File: src/rtl/bg_removal_pe.sv
// bg_removal_pe: two-pass background removal PE (per-channel pixel sums, then threshold-based replacement)
module bg_removal_pe #(
   parameter int num_pixels = 4
) (
   input  logic                    Clk,
   input  logic                    Reset,
   input  logic                    Ack,
   input  logic [7:0]              red_exp,
   input  logic [7:0]              green_exp,
   input  logic [7:0]              blue_exp,
   input  logic [7:0]              threshold,
   input  logic [7:0]              desired_bg_r,
   input  logic [7:0]              desired_bg_g,
   input  logic [7:0]              desired_bg_b,
   input  logic                    Start_Sum,
   input  logic                    Start_BgRemoval,
   input  logic [8*num_pixels-1:0] red_in,
   input  logic [8*num_pixels-1:0] green_in,
   input  logic [8*num_pixels-1:0] blue_in,
   output logic [8*num_pixels-1:0] red_out,
   output logic [8*num_pixels-1:0] green_out,
   output logic [8*num_pixels-1:0] blue_out,
   output logic                    Qi,
   output logic                    Qbgi,
   output logic                    Qbg,
   output logic                    Qbgd,
   output logic                    Qsi,
   output logic                    Qs,
   output logic                    Qsd,
   output logic [8*num_pixels-1:0] red_sum,
   output logic [8*num_pixels-1:0] green_sum,
   output logic [8*num_pixels-1:0] blue_sum
);
   localparam int W = 8 * num_pixels;
   localparam int IW = num_pixels > 1 ? $clog2(num_pixels) : 1;
   localparam logic [IW-1:0] LAST = IW'(num_pixels - 1);
   typedef enum logic [2:0] {S_I, S_SI, S_S, S_SD, S_BGI, S_BG, S_BGD} state_t;
   state_t st_q, st_d;
   logic [IW-1:0] idx_q, idx_d;
   logic [W-1:0] rs_q, rs_d, gs_q, gs_d, bs_q, bs_d;
   logic [W-1:0] ro_q, ro_d, go_q, go_d, bo_q, bo_d;
   logic [7:0] er_q, er_d, eg_q, eg_d, eb_q, eb_d, th_q, th_d;
   logic [7:0] dr_q, dr_d, dg_q, dg_d, db_q, db_d;
   logic [7:0] pr, pg, pb;
   logic hit;
   function automatic logic [7:0] absd(input logic [7:0] a, input logic [7:0] b);
      return a > b ? a - b : b - a;
   endfunction
   assign pr = red_in[{idx_q, 3'b000} +: 8];
   assign pg = green_in[{idx_q, 3'b000} +: 8];
   assign pb = blue_in[{idx_q, 3'b000} +: 8];
   assign hit = absd(pr, er_q) <= th_q && absd(pg, eg_q) <= th_q && absd(pb, eb_q) <= th_q;
   always_comb begin
      st_d = st_q;
      case (st_q)
         S_I:          st_d = Start_Sum ? S_SI : Start_BgRemoval ? S_BGI : S_I;
         S_SI:         st_d = S_S;
         S_S:          st_d = idx_q == LAST ? S_SD : S_S;
         S_BGI:        st_d = S_BG;
         S_BG:         st_d = idx_q == LAST ? S_BGD : S_BG;
         S_SD, S_BGD:  st_d = Start_BgRemoval ? S_BGI : Start_Sum ? S_SI : Ack ? S_I : st_q;
         default:      st_d = S_I;
      endcase
   end
   always_comb begin
      idx_d = (st_q == S_SI || st_q == S_BGI) ? '0 : (st_q == S_S || st_q == S_BG) ? idx_q + IW'(1) : idx_q;
      rs_d = st_q == S_SI ? '0 : st_q == S_S ? rs_q + W'(pr) : rs_q;
      gs_d = st_q == S_SI ? '0 : st_q == S_S ? gs_q + W'(pg) : gs_q;
      bs_d = st_q == S_SI ? '0 : st_q == S_S ? bs_q + W'(pb) : bs_q;
      er_d = st_q == S_BGI ? red_exp : er_q;
      eg_d = st_q == S_BGI ? green_exp : eg_q;
      eb_d = st_q == S_BGI ? blue_exp : eb_q;
      th_d = st_q == S_BGI ? threshold : th_q;
      dr_d = st_q == S_BGI ? desired_bg_r : dr_q;
      dg_d = st_q == S_BGI ? desired_bg_g : dg_q;
      db_d = st_q == S_BGI ? desired_bg_b : db_q;
      ro_d = ro_q;
      go_d = go_q;
      bo_d = bo_q;
      if (st_q == S_BG) begin
         ro_d[{idx_q, 3'b000} +: 8] = hit ? dr_q : pr;
         go_d[{idx_q, 3'b000} +: 8] = hit ? dg_q : pg;
         bo_d[{idx_q, 3'b000} +: 8] = hit ? db_q : pb;
      end
   end
   always_ff @(posedge Clk) begin
      if (Reset) begin
         st_q <= S_I;
         idx_q <= '0;
         {rs_q, gs_q, bs_q, ro_q, go_q, bo_q} <= '0;
         {er_q, eg_q, eb_q, th_q, dr_q, dg_q, db_q} <= '0;
      end else begin
         st_q <= st_d;
         idx_q <= idx_d;
         {rs_q, gs_q, bs_q, ro_q, go_q, bo_q} <= {rs_d, gs_d, bs_d, ro_d, go_d, bo_d};
         {er_q, eg_q, eb_q, th_q, dr_q, dg_q, db_q} <= {er_d, eg_d, eb_d, th_d, dr_d, dg_d, db_d};
      end
   end
   assign Qi = st_q == S_I;
   assign Qsi = st_q == S_SI;
   assign Qs = st_q == S_S;
   assign Qsd = st_q == S_SD;
   assign Qbgi = st_q == S_BGI;
   assign Qbg = st_q == S_BG;
   assign Qbgd = st_q == S_BGD;
   assign red_sum = rs_q;
   assign green_sum = gs_q;
   assign blue_sum = bs_q;
   assign red_out = ro_q;
   assign green_out = go_q;
   assign blue_out = bo_q;
endmodule

File: config.mk
export PLATFORM = sky130hd
export DESIGN_NAME = bg_removal_pe
export DESIGN_NICKNAME = d
export VERILOG_FILES = /design/src/rtl/bg_removal_pe.sv
export SDC_FILE = /design/constraint.sdc
export NUM_CORES = 1
export LEC_CHECK = 0
export CORE_MARGIN = 2
export CORE_UTILIZATION = 39
export DETAILED_ROUTE_END_ITERATION = 16
export PLACE_DENSITY = 0.72
export REMOVE_ABC_BUFFERS = 1
export SLEW_MARGIN = 10
export SYNTH_ARGS = -nofsm -noshare
export SYNTH_HDL_FRONTEND = slang
export SYNTH_SLANG_ARGS = --single-unit
File: constraint.sdc
create_clock -name Clk -period 5.15 [get_ports Clk]
set_input_delay 0.515 -clock Clk [delete_from_list [all_inputs] [get_ports Clk]]
set_output_delay 0.515 -clock Clk [all_outputs]
set_load 0.01 [all_outputs]
==> flow_summary_export.csv <==
group,metric,value,unit
outcome,status,"finished clean",
timing,finalCritPeriodShare,93.70,%
layout,layout_commonest_cell,"clkdlybuf4s50_1",
global_route,grtUsageTotal,23.77,%
layout,layout_common_cells,"354 x clkdlybuf4s50_1, 296 x nand2_1, 251 x dfxtp_1",
synth,yosysSeqAreaShare,37.90,%
die,die_area,0.03576,mm^2
global_route,grt_max_degree,97,
critical_path,worst_ep_arrival_time,5.22,ns
drt,first_pass_iters,5,
job,drv_cap,0,
timing,fmax,207.2,MHz
synth,synth.top_cells.by_area,"dfxtp_1 38%, ha_1 9.3%, nand2_1 8.3%",
critical_path,critPathMaxFanout,20,
drt,drc,0,
cts,numCtsBuffers,28,
pwr,power_density,332.7,mW/mm^2
placement,pre_cts_slack,-0.1000,ns
drt,ant_nets,0,
cts,clk_latency,0.56,ns
timing,layout_min_cycle_time,4.826,ns
cts,cts_buffer_depth,3,
timing,worst_slew_pin_slew,1.235,ns
global_route,grt_pass1_wl,67.99,mm
synth,synth_area,0.01336,mm^2
global_route,antenna_found_initial,4,
synth,syn_avg_cell_area,8.512,um^2
global_route,grt_pass1_vias,12450,
critical_path,path_class,"reg2reg",
placement,port_buffers,355,
cts,cts_sinks,253,
die,rows,67,
cts,root_buffer,"clkbuf_16",
critical_path,cp_top_family,"compound AO/OA/AOI/OAI gates",
timing,fin_skew,0.01134,ns
placement,dp_hpwl,32.96,mm
cts,cts_max_level,1,
placement,dp_cells,2365,
pwr,ir_drop,0.2261,mV
synth,synth_seq_cells,253,
timing,rsz0062_at_grt,"yes",
global_route,grt_overflow,0,
synth,yosys_warnings,0,
synth,synth_top_area_cell,"dfxtp_1",
layout,fin_cells,2434,
synth,synth_edf_count,0,
timing,layout_setup_ws,0.3244,ns
cts,cts_tree,"yes",
drt,avgRoutedWirePerCell,18.17,um
hold_path,hold_class,"reg2reg",
timing,relSlewSlack,17.24,%
critical_path,max_stage_delay,0.59,ns
layout,fin_nets,2228,
layout,drive_gt1_share,10.18,%
critical_path,cp_slowest_cell,"mux4_2",
critical_path,path_buf_inv,4,
critical_path,startpoint_type,"register",
drt,viasPerCell,5.258,
die,fp.dieW,189.1,um
die,core_area,0.03362,mm^2
drt,vias,12800,
critical_path,critical_path_required,5.54,ns
pwr,power.leakage,7.167,nW
drt,drt_wl_total,44.23,mm
synth,async_flop_share,0,%
synth,ys.flop_type,"dfxtp_1",
critical_path,endpoint_kind,"register",
synth,yosysTopAreaCellShare,37.90,%
die,io_pins,356,
timing,hold_viol_final,0,
synth,synthCells,1570,
critical_path,crit_chain,"buf_12 -> mux4_2 -> inv_1 -> ha_1 -> inv_1 -> fa_1 -> nand3_1 -> a21oi_1 -> o21ai_4 -> mux2i_2 -> o21ai_0 -> a21oi_1 -> xnor2_1 -> ha_1 -> a21oi_1 -> o21ai_1 -> mux2i_1 -> a21o_1 -> o211ai_4 -> buf_12 -> mux2i_1 -> o21ai_0",
timing,maxSlewViolCount,0,
layout,fillCellCount,2964,
die,die_h,189.1,um
critical_path,crit_top_cell,"a21oi_1",
timing,setup_viol,0,
drt,drt_iter0_drc,822,
die,initial_utilization,39.76,%
cts,clk_pin_slew_worst_paths,0.06,ns
layout,syn2layout_area_growth,41.25,%
placement,gp_congestion,0.8768,
synth,ys_types,64,
what timing repair did:
| item | CTS | global route |
|---|---|---|
| resized for setup | 0 | 22 |
| buffers inserted | 0 | 14 |
| endpoints found under the setup margin | 0 | 96 |
| hold buffers | 0 | 0 |
| endpoints found under the hold margin | 0 | 0 |
final cells by class:
class	instances	area [um^2]	area share, %
diodes	1	2.502	0.01326
clock buffers	35	767.0	4.063
clock inverters	17	168.9	0.8948
inverters	81	306.5	1.624
multi-input cells	1167	7816	41.41
flip-flops and latches	253	5070	26.86
well taps	448	560.5	2.969
repair buffers	432	4185	22.17
logic make-up (layout without fill, tap and decap cells):
family / Yosys count / after routing / synth area share [%]
other: 0 / 1 / 0
AO/OA/AOI/OAI: 330 / 331 / 14.18
XOR/XNOR: 94 / 94 / 6.160
buffers and inverters: 151 / 565 / 4.372
AND/OR/NAND/NOR: 565 / 565 / 19.32
flip-flops: 253 / 253 / 37.90
adder cells (fa/ha/maj): 108 / 108 / 10.62
multiplexers: 69 / 69 / 7.443
worst min-delay path, cell delays in order, from the launching register on:
cell and delay (ns):
dfxtp_1 0.32, nand2_1 0.04, o21ai_0 0.05
power by group:
part / leakage [nW] / internal [W] / switching [W]
logic: 4.66 / 0.000998 / 0.00115
registers: 2.04 / 0.00203 / 0.0000733
clock network: 0.458 / 0.00117 / 0.000859
path summary, 6_finish.rpt:
path                         startpoint                          to  slack [ns]  depth (start not counted)
max               idx_q[0]$_SDFFE_PP0P_     red_out[6]$_SDFFE_PP0P_        0.32                         22
min          green_out[19]$_SDFFE_PP0P_  green_out[19]$_SDFFE_PP0P_        0.45                          2
max reg2reg       idx_q[0]$_SDFFE_PP0P_     red_out[6]$_SDFFE_PP0P_        0.32                         22
min reg2reg  green_out[19]$_SDFFE_PP0P_  green_out[19]$_SDFFE_PP0P_        0.45                          2
metrics by stage:
step           power [W]  area, um^2  utilization [%]  hold WS, ns  setup TNS, ns
2_1_floorplan   0.003376       13090                -       0.4296         -72.30
3_3_place_gp    0.004131       17730            52.74       0.4374       -0.04705
3_5_place_dp    0.004181       17730            52.74       0.4406         -2.086
4_1_cts         0.006213       18670            55.53       0.4545              0
5_1_grt         0.006617       18870            56.15       0.4743       -0.04975
6_report        0.006281       18880            56.15       0.4494              0
per-layer routing:
layer	vias up	GRT usage (%)	part of all wire, %
met4	6	5.138	2.0
li1	6190	-	-
met2	455	41.00	47
met1	6083	31.19	44
met3	65	3.967	7.2
met5	-	0	0.075
state kept, by name (all words and copies together) (netlist names):
name / flops
green_sum: 32
idx_q: 2
green_out: 32
eb_q: 8
red_out: 32
er_q: 8
eg_q: 8
blue_sum: 32
red_sum: 32
dg_q: 8
db_q: 8
blue_out: 32
st_q: 3
th_q: 8
dr_q: 8
cells in the mapped netlist, drive strengths merged (10+ instances only):
master / number
dfxtp: 253
mux2i: 42
nor2: 103
a211oi: 15
mux4: 24
buf: 20
a21oi: 126
nand4: 33
ha: 99
o21a: 10
and3: 22
xor2: 50
nand3: 37
o21ai: 134
nor3: 23
nand2: 298
xnor2: 44
inv: 80
clkbuf: 50
Note: power is estimated with default switching activity, not from simulation.
